===== src/rtl/serial_pattern_tx.sv =====
// Serial bit-pattern transmitter: captures a pattern, a length and a repeat count,
// then shifts the pattern out MSB-first, one bit per clock, with a valid qualifier.
module serial_pattern_tx #(
  parameter int unsigned WIDTH = 8,
  parameter int unsigned LEN_W = 4,
  parameter int unsigned REP_W = 4
) (
  input  logic             clk_i,
  input  logic             rst_ni,
  input  logic             start_i,
  input  logic [WIDTH-1:0] data_i,
  input  logic [LEN_W-1:0] len_i,
  input  logic [REP_W-1:0] reps_i,
  input  logic             stop_i,
  output logic             x_o,
  output logic             x_valid_o,
  output logic             busy_o,
  output logic             done_o,
  output logic             err_o
);

  typedef enum logic [0:0] {StIdle, StShift} state_e;

  localparam logic [LEN_W-1:0] MaxLen = LEN_W'(WIDTH);
  localparam logic [REP_W-1:0] RepMax = '1;

  state_e           state_q, state_d;
  logic [WIDTH-1:0] pat_q, pat_d;
  logic [LEN_W-1:0] len_q, len_d;
  logic [REP_W-1:0] reps_q, reps_d;
  logic [LEN_W-1:0] bit_idx_q, bit_idx_d;
  logic [REP_W-1:0] rep_cnt_q, rep_cnt_d;
  logic             x_q, x_d;
  logic             x_valid_q, x_valid_d;
  logic             busy_q, busy_d;
  logic             done_q, done_d;
  logic             err_q, err_d;

  logic             len_ok;
  logic             more_reps;
  logic [REP_W:0]   rep_cnt_inc;

  // Select bit idx of a pattern word without an over-wide index select.
  function automatic logic pick_bit(input logic [WIDTH-1:0] word, input logic [LEN_W-1:0] idx);
    logic [WIDTH-1:0] shifted;
    shifted = word >> idx;
    return shifted[0];
  endfunction

  // Length legality and repetition bookkeeping; REP_W+1 bits so the compare never wraps.
  always_comb begin
    len_ok      = (len_i != '0) && (len_i <= MaxLen);
    rep_cnt_inc = {1'b0, rep_cnt_q} + {{REP_W{1'b0}}, 1'b1};
    more_reps   = (reps_q == '0) || (rep_cnt_inc < {1'b0, reps_q});
  end

  // Next-state and registered-output logic; outputs default to the idle values.
  always_comb begin
    state_d   = state_q;
    pat_d     = pat_q;
    len_d     = len_q;
    reps_d    = reps_q;
    bit_idx_d = bit_idx_q;
    rep_cnt_d = rep_cnt_q;
    x_d       = 1'b0;
    x_valid_d = 1'b0;
    busy_d    = 1'b0;
    done_d    = 1'b0;
    err_d     = 1'b0;

    unique case (state_q)
      StIdle: begin
        if (start_i) begin
          if (len_ok) begin
            pat_d     = data_i;
            len_d     = len_i;
            reps_d    = reps_i;
            bit_idx_d = len_i - 1'b1;
            rep_cnt_d = '0;
            x_d       = pick_bit(data_i, len_i - 1'b1);
            x_valid_d = 1'b1;
            busy_d    = 1'b1;
            state_d   = StShift;
          end else begin
            err_d = 1'b1;
          end
        end
      end
      StShift: begin
        if (stop_i) begin
          // Abort beats last-bit completion: no done pulse.
          state_d = StIdle;
        end else if (bit_idx_q != '0) begin
          bit_idx_d = bit_idx_q - 1'b1;
          x_d       = pick_bit(pat_q, bit_idx_q - 1'b1);
          x_valid_d = 1'b1;
          busy_d    = 1'b1;
        end else if (more_reps) begin
          // Seamless reload; in continuous mode the counter saturates instead of wrapping.
          bit_idx_d = len_q - 1'b1;
          if (rep_cnt_q != RepMax) begin
            rep_cnt_d = rep_cnt_q + 1'b1;
          end
          x_d       = pick_bit(pat_q, len_q - 1'b1);
          x_valid_d = 1'b1;
          busy_d    = 1'b1;
        end else begin
          state_d = StIdle;
          done_d  = 1'b1;
        end
      end
      default: state_d = StIdle;
    endcase
  end

  // State and output registers with asynchronous active-low reset.
  always_ff @(posedge clk_i or negedge rst_ni) begin
    if (!rst_ni) begin
      state_q   <= StIdle;
      pat_q     <= '0;
      len_q     <= '0;
      reps_q    <= '0;
      bit_idx_q <= '0;
      rep_cnt_q <= '0;
      x_q       <= 1'b0;
      x_valid_q <= 1'b0;
      busy_q    <= 1'b0;
      done_q    <= 1'b0;
      err_q     <= 1'b0;
    end else begin
      state_q   <= state_d;
      pat_q     <= pat_d;
      len_q     <= len_d;
      reps_q    <= reps_d;
      bit_idx_q <= bit_idx_d;
      rep_cnt_q <= rep_cnt_d;
      x_q       <= x_d;
      x_valid_q <= x_valid_d;
      busy_q    <= busy_d;
      done_q    <= done_d;
      err_q     <= err_d;
    end
  end

  assign x_o       = x_q;
  assign x_valid_o = x_valid_q;
  assign busy_o    = busy_q;
  assign done_o    = done_q;
  assign err_o     = err_q;

endmodule


===== config.mk =====
export PLATFORM = sky130hd
export DESIGN_NAME = serial_pattern_tx
export DESIGN_NICKNAME = d
export VERILOG_FILES = /design/src/rtl/serial_pattern_tx.sv
export SDC_FILE = /design/constraint.sdc
export NUM_CORES = 1
export LEC_CHECK = 0
export CORE_UTILIZATION = 58
export CTS_BUF_LIST = sky130_fd_sc_hd__clkbuf_16
export DETAILED_ROUTE_END_ITERATION = 8
export PLACE_DENSITY = 0.82
export SYNTH_ARGS = -nofsm -noshare
export SYNTH_HDL_FRONTEND = slang
export SYNTH_SLANG_ARGS = --single-unit

===== constraint.sdc =====
create_clock -name clk_i -period 4.4 [get_ports clk_i]
set_clock_uncertainty 0.15 [all_clocks]
set_input_delay 0.44 -clock clk_i [delete_from_list [all_inputs] [get_ports clk_i]]
set_output_delay 0.44 -clock clk_i [all_outputs]
set_load 0.01 [all_outputs]

==> results.json, run 1 <==
{
  "status": "completed",
  "ios": 25,
  "core_mm2": 0.00276,
  "grt_pass1_wl_um": 5880,
  "use_met1": 0.350,
  "grtUsageMet3": 0.0279,
  "cp.arrival_ns": 2.95,
  "finalMaxSlewViolations": 0,
  "holdWs_ns": 0.366,
  "firstDrtPassIters": 4,
  "clk_path_buf_depth": 2,
  "synthSimpleGateAreaFrac": 0.142,
  "cts_tree": "done",
  "synth.top_cell.area_share": 0.418,
  "hold_viol_final": 0,
  "ys_async_sr_fraction": 1.00,
  "cts.sinks": 28,
  "synthMuxAreaShare": 0.214,
  "synthCells": 151,
  "fp.dieArea_mm2": 0.00311,
  "wl_um": 3450,
  "cellLeakagePower_nw": 0.909,
  "cts_max_level": 1,
  "yosys-top-cells-area": "dfrtp_1, mux2_2, mux4_2, ha_1, nor2_1",
  "maxCapViolCount": 0,
  "cts_inserted_buffers": 3,
  "synthXorXnorAreaFrac": 0.0365,
  "grt.busiest_layer": "met2",
  "synth_fa_ha_area_frac": 0.0522,
  "finalPower_mw": 1.06,
  "start_kind": "input port",
  "ctsRootBufferMaster": "clkbuf_16",
  "seq_area_frac_synth": 0.418,
  "synth_top_area_cell": "dfrtp_1",
  "grt_use_total": 0.245,
  "finalCritPeriodShare": 0.670,
  "synth_compound_area_frac": 0.0999,
  "crit_required_ns": 4.40,
  "drive_gt1_frac": 0.200,
  "syn_nets": 178,
  "wl_per_cell_um": 16.7,
  "ys_warn_count": 0,
  "die_y_um": 55.8,
  "rsz0062_at_grt": "no",
  "layout.nets": 203,
  "ctsHoldBuffers": 0,
  "synth_edf_count": 0,
  "die_w_um": 55.8,
  "first_global_vias": 1236,
  "yosysMostFrequentCell": "dfrtp_1",
  "numPortBuffers": 24,
  "hp-class": "input port to async pin",
  "postCtsSetupBuffers": 0,
  "max_slew.worst_pin.slew_ns": 0.771,
  "cts_resized": 0,
  "insertedDiodeCount": 0,
  "max_clock_freq_mhz": 339,
  "setup_viol": 0,
  "cp_max_fo": 21,
  "synth_seq_cells": 28,
  "rows": 19,
  "relSlewSlack": 0.485,
  "synth_top_family_by_area": "multiplexers",
  "power_density_mw_per_mm2": 520,
  "syn_avg_cell_area_um2": 11.1,
  "gp_congestion": 0.849,
  "syn2layout_area_growth_pct": 21.8,
  "synth_flop_cell": "dfrtp_1",
  "ys_types": 42,
  "end_kind": "flip-flop",
  "grtUsageMet2": 0.375,
  "dp_hpwl_um": 2550,
  "vias": 1238,
  "clk_pin_slew_ns": 0.07,
  "via_per_inst": 6.01,
  "peakVddDrop_uv": 349,
  "initialDrtViolationCount": 46,
  "synthesis.area_mm2": 0.00168,
  "fillerInstances": 186,
  "post-route-min-period_ns": 2.95,
  "clock_latency_ns": 0.26,
  "ys_top_cells_by_count": "dfrtp_1, mux2_2, nor2_1, inv_1, nand2_1",
  "grt_max_degree": 22,
  "tns_ns": 0,
  "drcViolationCount": 0,
  "grt-ovfl-total": 0,
  "critPathKind": "input port to flip-flop",
  "antenna_left": 0,
  "initial_core_util": 0.608,
  "antenna_found_initial": 0
}
## per-stage QoR
| stage | cells | instance area (um^2) | worst slack, ns | util |
|---|---|---|---|---|
| 6_report | 206 | 2040 | 1.45 | 0.741 |
| 5_1_grt | 206 | 2040 | 1.27 | 0.741 |
| 4_1_cts | 206 | 2040 | 1.45 | 0.741 |
| 3_5_place_dp | 202 | 1940 | 1.18 | 0.703 |
| 3_3_place_gp | 202 | 1940 | 1.28 | 0.703 |
| 2_1_floorplan | 151 | 1680 | 1.84 | - |
## path summary, 6_finish.rpt
kind,start,endpoint,slack [ns],cells past startpoint
worst max-delay path,len_i[0],bit_idx_q[2],1.45,8
worst min-delay path,rst_ni,len_q[0],0.37,1
worst max register to register,rep_cnt_q[0],rep_cnt_q[0],1.62,9
worst min register to register,pat_q[7],pat_q[7],0.38,1
max in group asynchronous,rst_ni,pat_q[6],3.11,2
min in group clk_i,pat_q[7],pat_q[7],0.38,1
## kinds of logic after synthesis
logic type | after synthesis
xor gates and xnor gates | 7
buffers and inverters | 15
muxes | 26
DFF | 28
and+or+nand+nor | 44
adders and majority gates | 7
AOI/OAI and AO/OA | 24
## power breakdown
part	internal (mW)	leakage (nW)	switching (mW)	total, mW
Clock	0.181	0.0511	0.0895	0.271
Sequential	0.323	0.347	0.0805	0.404
Combinational	0.217	0.511	0.172	0.388
Total	0.721	0.909	0.342	1.06
## sequential cells by signal, summed over array words and instances (netlist names)
register   flops
rep_cnt_q      4
bit_idx_q      4
err_o          1
busy_o         1
reps_q         4
len_q          4
pat_q          8
done_o         1
x_o            1
## critical path, cell delays in order
cell,delay (ns)
clkdlybuf4s50_1,0.60
inv_1,0.09
ha_1,0.24
nand2b_1,0.11
xor2_1,0.09
nand2_1,0.58
a21boi_2,0.41
mux2_2,0.37
## final cells by class
cell class | count | area [um^2] | share of cell area
clock inverters | 1 | 30.0 | 0.0147
multi-input cells | 108 | 915 | 0.447
inverters | 10 | 37.5 | 0.0184
well taps | 31 | 38.8 | 0.0190
clock buffers | 3 | 75.1 | 0.0367
repair buffers | 25 | 248 | 0.121
flip-flops and latches | 28 | 701 | 0.343
## routing by layer
| metal | routed length [um] | up-vias |
|---|---|---|
| met1 | 1530 | 585 |
| met5 | 0 | - |
| met3 | 201 | 9 |
| met4 | 77 | 0 |
| met2 | 1640 | 53 |
| li1 | - | 591 |
## layout by cell type, fill, tap and decap left out, types with 2 or more instances in the layout
| cell | count |
|---|---|
| nor2_1 | 14 |
| clkbuf_16 | 3 |
| a21oi_1 | 6 |
| o21ai_0 | 5 |
| nand2_1 | 9 |
| mux2i_1 | 4 |
| xnor2_1 | 2 |
| nand2b_1 | 3 |
| clkdlybuf4s50_1 | 24 |
| nand3_1 | 2 |
| a22o_2 | 2 |
| dfrtp_1 | 28 |
| ha_1 | 7 |
| mux2_2 | 15 |
| a31oi_1 | 3 |
| nor2b_1 | 2 |
| xor2_1 | 5 |
| mux4_2 | 6 |
| inv_1 | 10 |
| nor3_1 | 3 |
Power figures use the tool's default switching activity.
==> run 2: changes to the inputs <==
--- a/config.mk
+++ b/config.mk
@@ -5,10 +5,10 @@
 export SDC_FILE = /design/constraint.sdc
 export NUM_CORES = 1
 export LEC_CHECK = 0
-export CORE_UTILIZATION = 58
+export CORE_UTILIZATION = 53
 export CTS_BUF_LIST = sky130_fd_sc_hd__clkbuf_16
 export DETAILED_ROUTE_END_ITERATION = 8
-export PLACE_DENSITY = 0.82
+export PLACE_DENSITY = 0.75
 export SYNTH_ARGS = -nofsm -noshare
 export SYNTH_HDL_FRONTEND = slang
 export SYNTH_SLANG_ARGS = --single-unit
==> constraint.sdc (replaced) <==
create_clock -name clk_i -period 2.8 [get_ports clk_i]
set_clock_uncertainty 0.15 [all_clocks]
set_input_delay 0.28 -clock clk_i [delete_from_list [all_inputs] [get_ports clk_i]]
set_output_delay 0.28 -clock clk_i [all_outputs]
set_load 0.01 [all_outputs]
==> results.json, run 2 (synthesis results as in run 1) <==
{
  "r2r_cells": 9,
  "core_mm2": 0.00303,
  "path_cells": "ha_1 > xor2_1 > ha_1 > a211o_1 > a31oi_4 > o31ai_2 > or2_4 > a22o_1 > mux2_4",
  "final_util": 0.696,
  "ios": 25,
  "crit_end": "rep_cnt_q[0]",
  "start_kind": "flip-flop",
  "fp.dieArea_mm2": 0.00339,
  "place_area_mm2": 0.00197,
  "via_per_inst": 5.58,
  "regMostFlops": "pat_q",
  "antenna_found_initial": 0,
  "max_slew.worst_pin.slew_ns": 0.478,
  "status": "completed",
  "critPathKind": "flip-flop to flip-flop",
  "setup_viol": 0,
  "crit_required_ns": 2.80,
  "first_global_vias": 1313,
  "drive_gt1_frac": 0.229,
  "firstDrtPassIters": 4,
  "finalMaxSlewViolations": 0,
  "rrSetupSlack_ns": 0.02,
  "hp-class": "input port to async pin",
  "dp_hpwl_um": 2490,
  "largest_reg_flops": 8,
  "slowest_delay_ns": 0.43,
  "cts.sinks": 28,
  "wl_per_cell_um": 16.0,
  "grt_max_degree": 29,
  "finalCritPeriodShare": 0.992,
  "finalPower_mw": 1.69,
  "grt-ovfl-total": 0,
  "rows": 20,
  "power_density_mw_per_mm2": 802,
  "cts_max_level": 1,
  "wl_um": 3560,
  "clock_latency_ns": 0.26,
  "end_kind": "flip-flop",
  "finish.instance_area_mm2": 0.00211,
  "grt_use_total": 0.229,
  "layout.nets": 207,
  "cts_inserted_buffers": 3,
  "grt_pass1_wl_um": 5920,
  "initialDrtViolationCount": 40,
  "drcViolationCount": 0,
  "ctsRootBufferMaster": "clkbuf_16",
  "syn2layout_area_growth_pct": 25.6,
  "final_cell_mix": "dfrtp_1, clkdlybuf4s50_1, mux2_2",
  "peakVddDrop_uv": 430,
  "vias": 1244,
  "initial_core_util": 0.554,
  "crit_path_start": "rep_cnt_q[0]",
  "clk_pin_slew_ns": 0.07,
  "clk_path_buf_depth": 2,
  "maxCapViolCount": 0,
  "post-route-min-period_ns": 2.78,
  "max_clock_freq_mhz": 360,
  "final_common_cell": "dfrtp_1",
  "slowest_stage": "dfrtp_2",
  "dp.cells": 217,
  "hold_viol_final": 0,
  "insertedDiodeCount": 0,
  "finalNonFillerCells": 223,
  "ctsHoldBuffers": 0,
  "cellLeakagePower_nw": 0.929,
  "antenna_left": 0,
  "crit_path_frequent_cell": "ha_1",
  "tns_ns": 0,
  "die_y_um": 58.3,
  "rr_endpoint": "rep_cnt_q[0]",
  "r2r_start": "rep_cnt_q[0]",
  "die_w_um": 58.3,
  "cp_max_fo": 3,
  "numPortBuffers": 24,
  "gp_congestion": 0.865,
  "cp.arrival_ns": 2.77,
  "cts_tree": "done",
  "relSlewSlack": 0.681
}
[run 2: cell count changes in the layout (fill, tap and decap cells not counted)]
cell     previous run  this run
buf_4               1         5
dfrtp_1            28        27
a31oi_4             0         1
dfrtp_2             0         1
a31oi_1             3         2
[run 2: layer usage]
layer | GRT usage | vias up | routed length, um
li1 | - | 600 | -
met1 | 0.289 | 599 | 1510
met2 | 0.406 | 41 | 1830
met3 | 0.0290 | 4 | 173
met4 | 0.0782 | 0 | 43
met5 | 0 | - | 0
[run 2: per-stage QoR]
stage          worst slack (ns)  hold WS [ns]
2_1_floorplan             0.243        -0.166
3_3_place_gp              0.184         0.343
3_5_place_dp             0.0836         0.363
4_1_cts                  0.0732         0.259
5_1_grt                 -0.0510         0.299
6_report                 0.0236         0.244
[run 2: worst min-delay path by stage]
stage	to	slack [ns]	cells after the start
CTS	rep_cnt_q[1]	0.26	2
floorplan	bit_idx_q[0]	-0.17	0
global route	rep_cnt_q[3]	0.30	2
finish	rep_cnt_q[1]	0.24	2
global placement	len_q[1]	0.34	2
detailed placement	len_q[1]	0.36	2
[run 2: layout make-up]
cell class,instances,area (um^2)
Tap cell,44,55.1
Timing Repair Buffer,29,278
Inverter,10,37.5
Multi-Input combinational cell,108,930
Fill cell,242,921
Clock inverter,1,30.0
Clock buffer,3,75.1
Sequential cell,28,702
[run 2: repair_timing]
action	CTS	global route
setup buffers	0	2
resized for setup	0	3
endpoints found under the setup margin	0	1
[run 2: where the power goes]
group	internal (mW)	total (mW)	switching (mW)
logic	0.358	0.640	0.283
registers	0.509	0.628	0.120
clock network	0.285	0.422	0.137
total	1.15	1.69	0.539
[run 2: worst max-delay path, delay by kind of cell, from the launching register on]
kind	cells	cell delay, ns
xor gates and xnor gates	1	0.17
adders and majority gates	2	0.58
AOI/OAI and AO/OA	4	0.80
DFF	1	0.43
muxes	1	0.27
and+or+nand+nor	1	0.26
==> run 3: changes to the inputs <==
--- a/config.mk
+++ b/config.mk
@@ -5,10 +5,10 @@
 export SDC_FILE = /design/constraint.sdc
 export NUM_CORES = 1
 export LEC_CHECK = 0
-export CORE_UTILIZATION = 53
+export CORE_UTILIZATION = 48
 export CTS_BUF_LIST = sky130_fd_sc_hd__clkbuf_16
 export DETAILED_ROUTE_END_ITERATION = 8
-export PLACE_DENSITY = 0.75
+export PLACE_DENSITY = 0.72
 export SYNTH_ARGS = -nofsm -noshare
 export SYNTH_HDL_FRONTEND = slang
 export SYNTH_SLANG_ARGS = --single-unit
==> constraint.sdc (replaced) <==
create_clock -name clk_i -period 2.3 [get_ports clk_i]
set_clock_uncertainty 0.15 [all_clocks]
set_input_delay 0.23 -clock clk_i [delete_from_list [all_inputs] [get_ports clk_i]]
set_output_delay 0.23 -clock clk_i [all_outputs]
set_load 0.01 [all_outputs]
==> results.json, run 3 (synthesis results as in run 1) <==
{
  "numPortBuffers": 24,
  "critPathKind": "flip-flop to flip-flop",
  "peakVddDrop_uv": 434,
  "syn2layout_area_growth_pct": 32.1,
  "drive_gt1_frac": 0.307,
  "relSlewSlack": 0.731,
  "maxCapViolCount": 0,
  "grt_max_degree": 29,
  "hp-class": "input port to async pin",
  "first_global_vias": 1338,
  "max_slew.worst_pin.slew_ns": 0.400,
  "final_util": 0.664,
  "slowest_stage": "dfrtp_1",
  "path_cells": "ha_2 > xor2_1 > ha_1 > a211o_1 > a31oi_4 > o31ai_2 > or2_4 > a22o_1 > mux2_4",
  "clk_path_buf_depth": 2,
  "cts.sinks": 28,
  "hold_viol_final": 0,
  "final_cell_mix": "dfrtp_1, clkdlybuf4s50_1, buf_4",
  "crit_required_ns": 2.30,
  "initialDrtViolationCount": 35,
  "wl_per_cell_um": 14.6,
  "firstDrtPassIters": 6,
  "rsz0062_at_grt": "yes",
  "cp_max_fo": 3,
  "cts_tree": "done",
  "slowest_delay_ns": 0.39,
  "setup_viol": 9,
  "place_area_mm2": 0.00207,
  "gp_congestion": 0.830,
  "initial_core_util": 0.503,
  "finalPower_mw": 2.01,
  "crit_family": "compound AO/OA/AOI/OAI gates",
  "regMostFlops": "pat_q",
  "grt-ovfl-total": 0,
  "grt_pass1_wl_um": 5860,
  "ctsRootBufferMaster": "clkbuf_16",
  "largest_reg_flops": 8,
  "antenna_found_initial": 0,
  "clock_latency_ns": 0.26,
  "grt_use_total": 0.214,
  "insertedDiodeCount": 0,
  "finish.instance_area_mm2": 0.00222,
  "core_mm2": 0.00334,
  "tns_ns": -0.980,
  "finalMaxSlewViolations": 0,
  "dp_hpwl_um": 2670,
  "finalCritPeriodShare": 1.10,
  "max_clock_freq_mhz": 394,
  "ios": 25,
  "wl_um": 3480,
  "post-route-min-period_ns": 2.54,
  "via_per_inst": 5.42,
  "ctsHoldBuffers": 0,
  "vias": 1289,
  "fin_ws_ns": -0.240,
  "rrSetupSlack_ns": -0.24,
  "drcViolationCount": 0,
  "violations": "setup timing",
  "clk_pin_slew_ns": 0.06,
  "antenna_left": 0,
  "cts_max_level": 1,
  "die_y_um": 61.1,
  "cts_inserted_buffers": 3,
  "die_w_um": 61.1,
  "power_density_mw_per_mm2": 907,
  "start_kind": "flip-flop",
  "cellLeakagePower_nw": 0.996,
  "fp.dieArea_mm2": 0.00374,
  "layout.nets": 221,
  "status": "finished with violations",
  "cp.arrival_ns": 2.54,
  "rows": 21,
  "final_common_cell": "dfrtp_1",
  "worstPathBufferInverterCount": 0,
  "end_kind": "flip-flop"
}
run 3: area by class of cell:
type	count	area, um^2
tap	46	57.6
multi-input combinational	108	962
sequential	28	701
timing repair buffer	43	383
fill	265	1120
clock buffer	3	75.1
inverter	10	37.5
run 3: report_power, final:
group | switching [mW] | internal, mW
Sequential | 0.129 | 0.619
Clock | 0.153 | 0.230
Combinational | 0.387 | 0.493
Total | 0.669 | 1.34
run 3: path summary, 6_finish.rpt:
| path | start | end | cells after the start |
|---|---|---|---|
| setup / recovery | rep_cnt_q[0] | rep_cnt_q[0] | 9 |
| hold / removal | rst_ni | rep_cnt_q[2] | 2 |
| setup reg to reg | rep_cnt_q[0] | rep_cnt_q[0] | 9 |
| hold reg to reg | len_q[1] | len_q[1] | 2 |
| max in group asynchronous | rst_ni | len_q[2] | 2 |
| min in group clk_i | len_q[1] | len_q[1] | 2 |
run 3: timing repair:
action	CTS	global route
gates cloned	0	0
buffers inserted	3	2
endpoints found under the setup margin	9	10
endpoints found under the hold margin	0	0
gates resized for setup	3	4
pin swaps	4	3
run 3: metal layers:
metal	up-vias	share of wire	global-route usage
li1	622	-	-
met1	631	0.43	0.260
met2	28	0.52	0.384
met3	8	0.035	0.0399
met4	0	0.018	0.0682
met5	-	0	0
run 3: per-stage QoR:
stage	std cells	hold WS, ns	worst slack [ns]
floorplan	151	-0.216	-0.204
global placement	231	0.345	-0.188
detailed placement	231	0.356	-0.240
CTS	237	0.217	-0.230
global route	238	0.234	-0.331
finish	238	0.196	-0.240
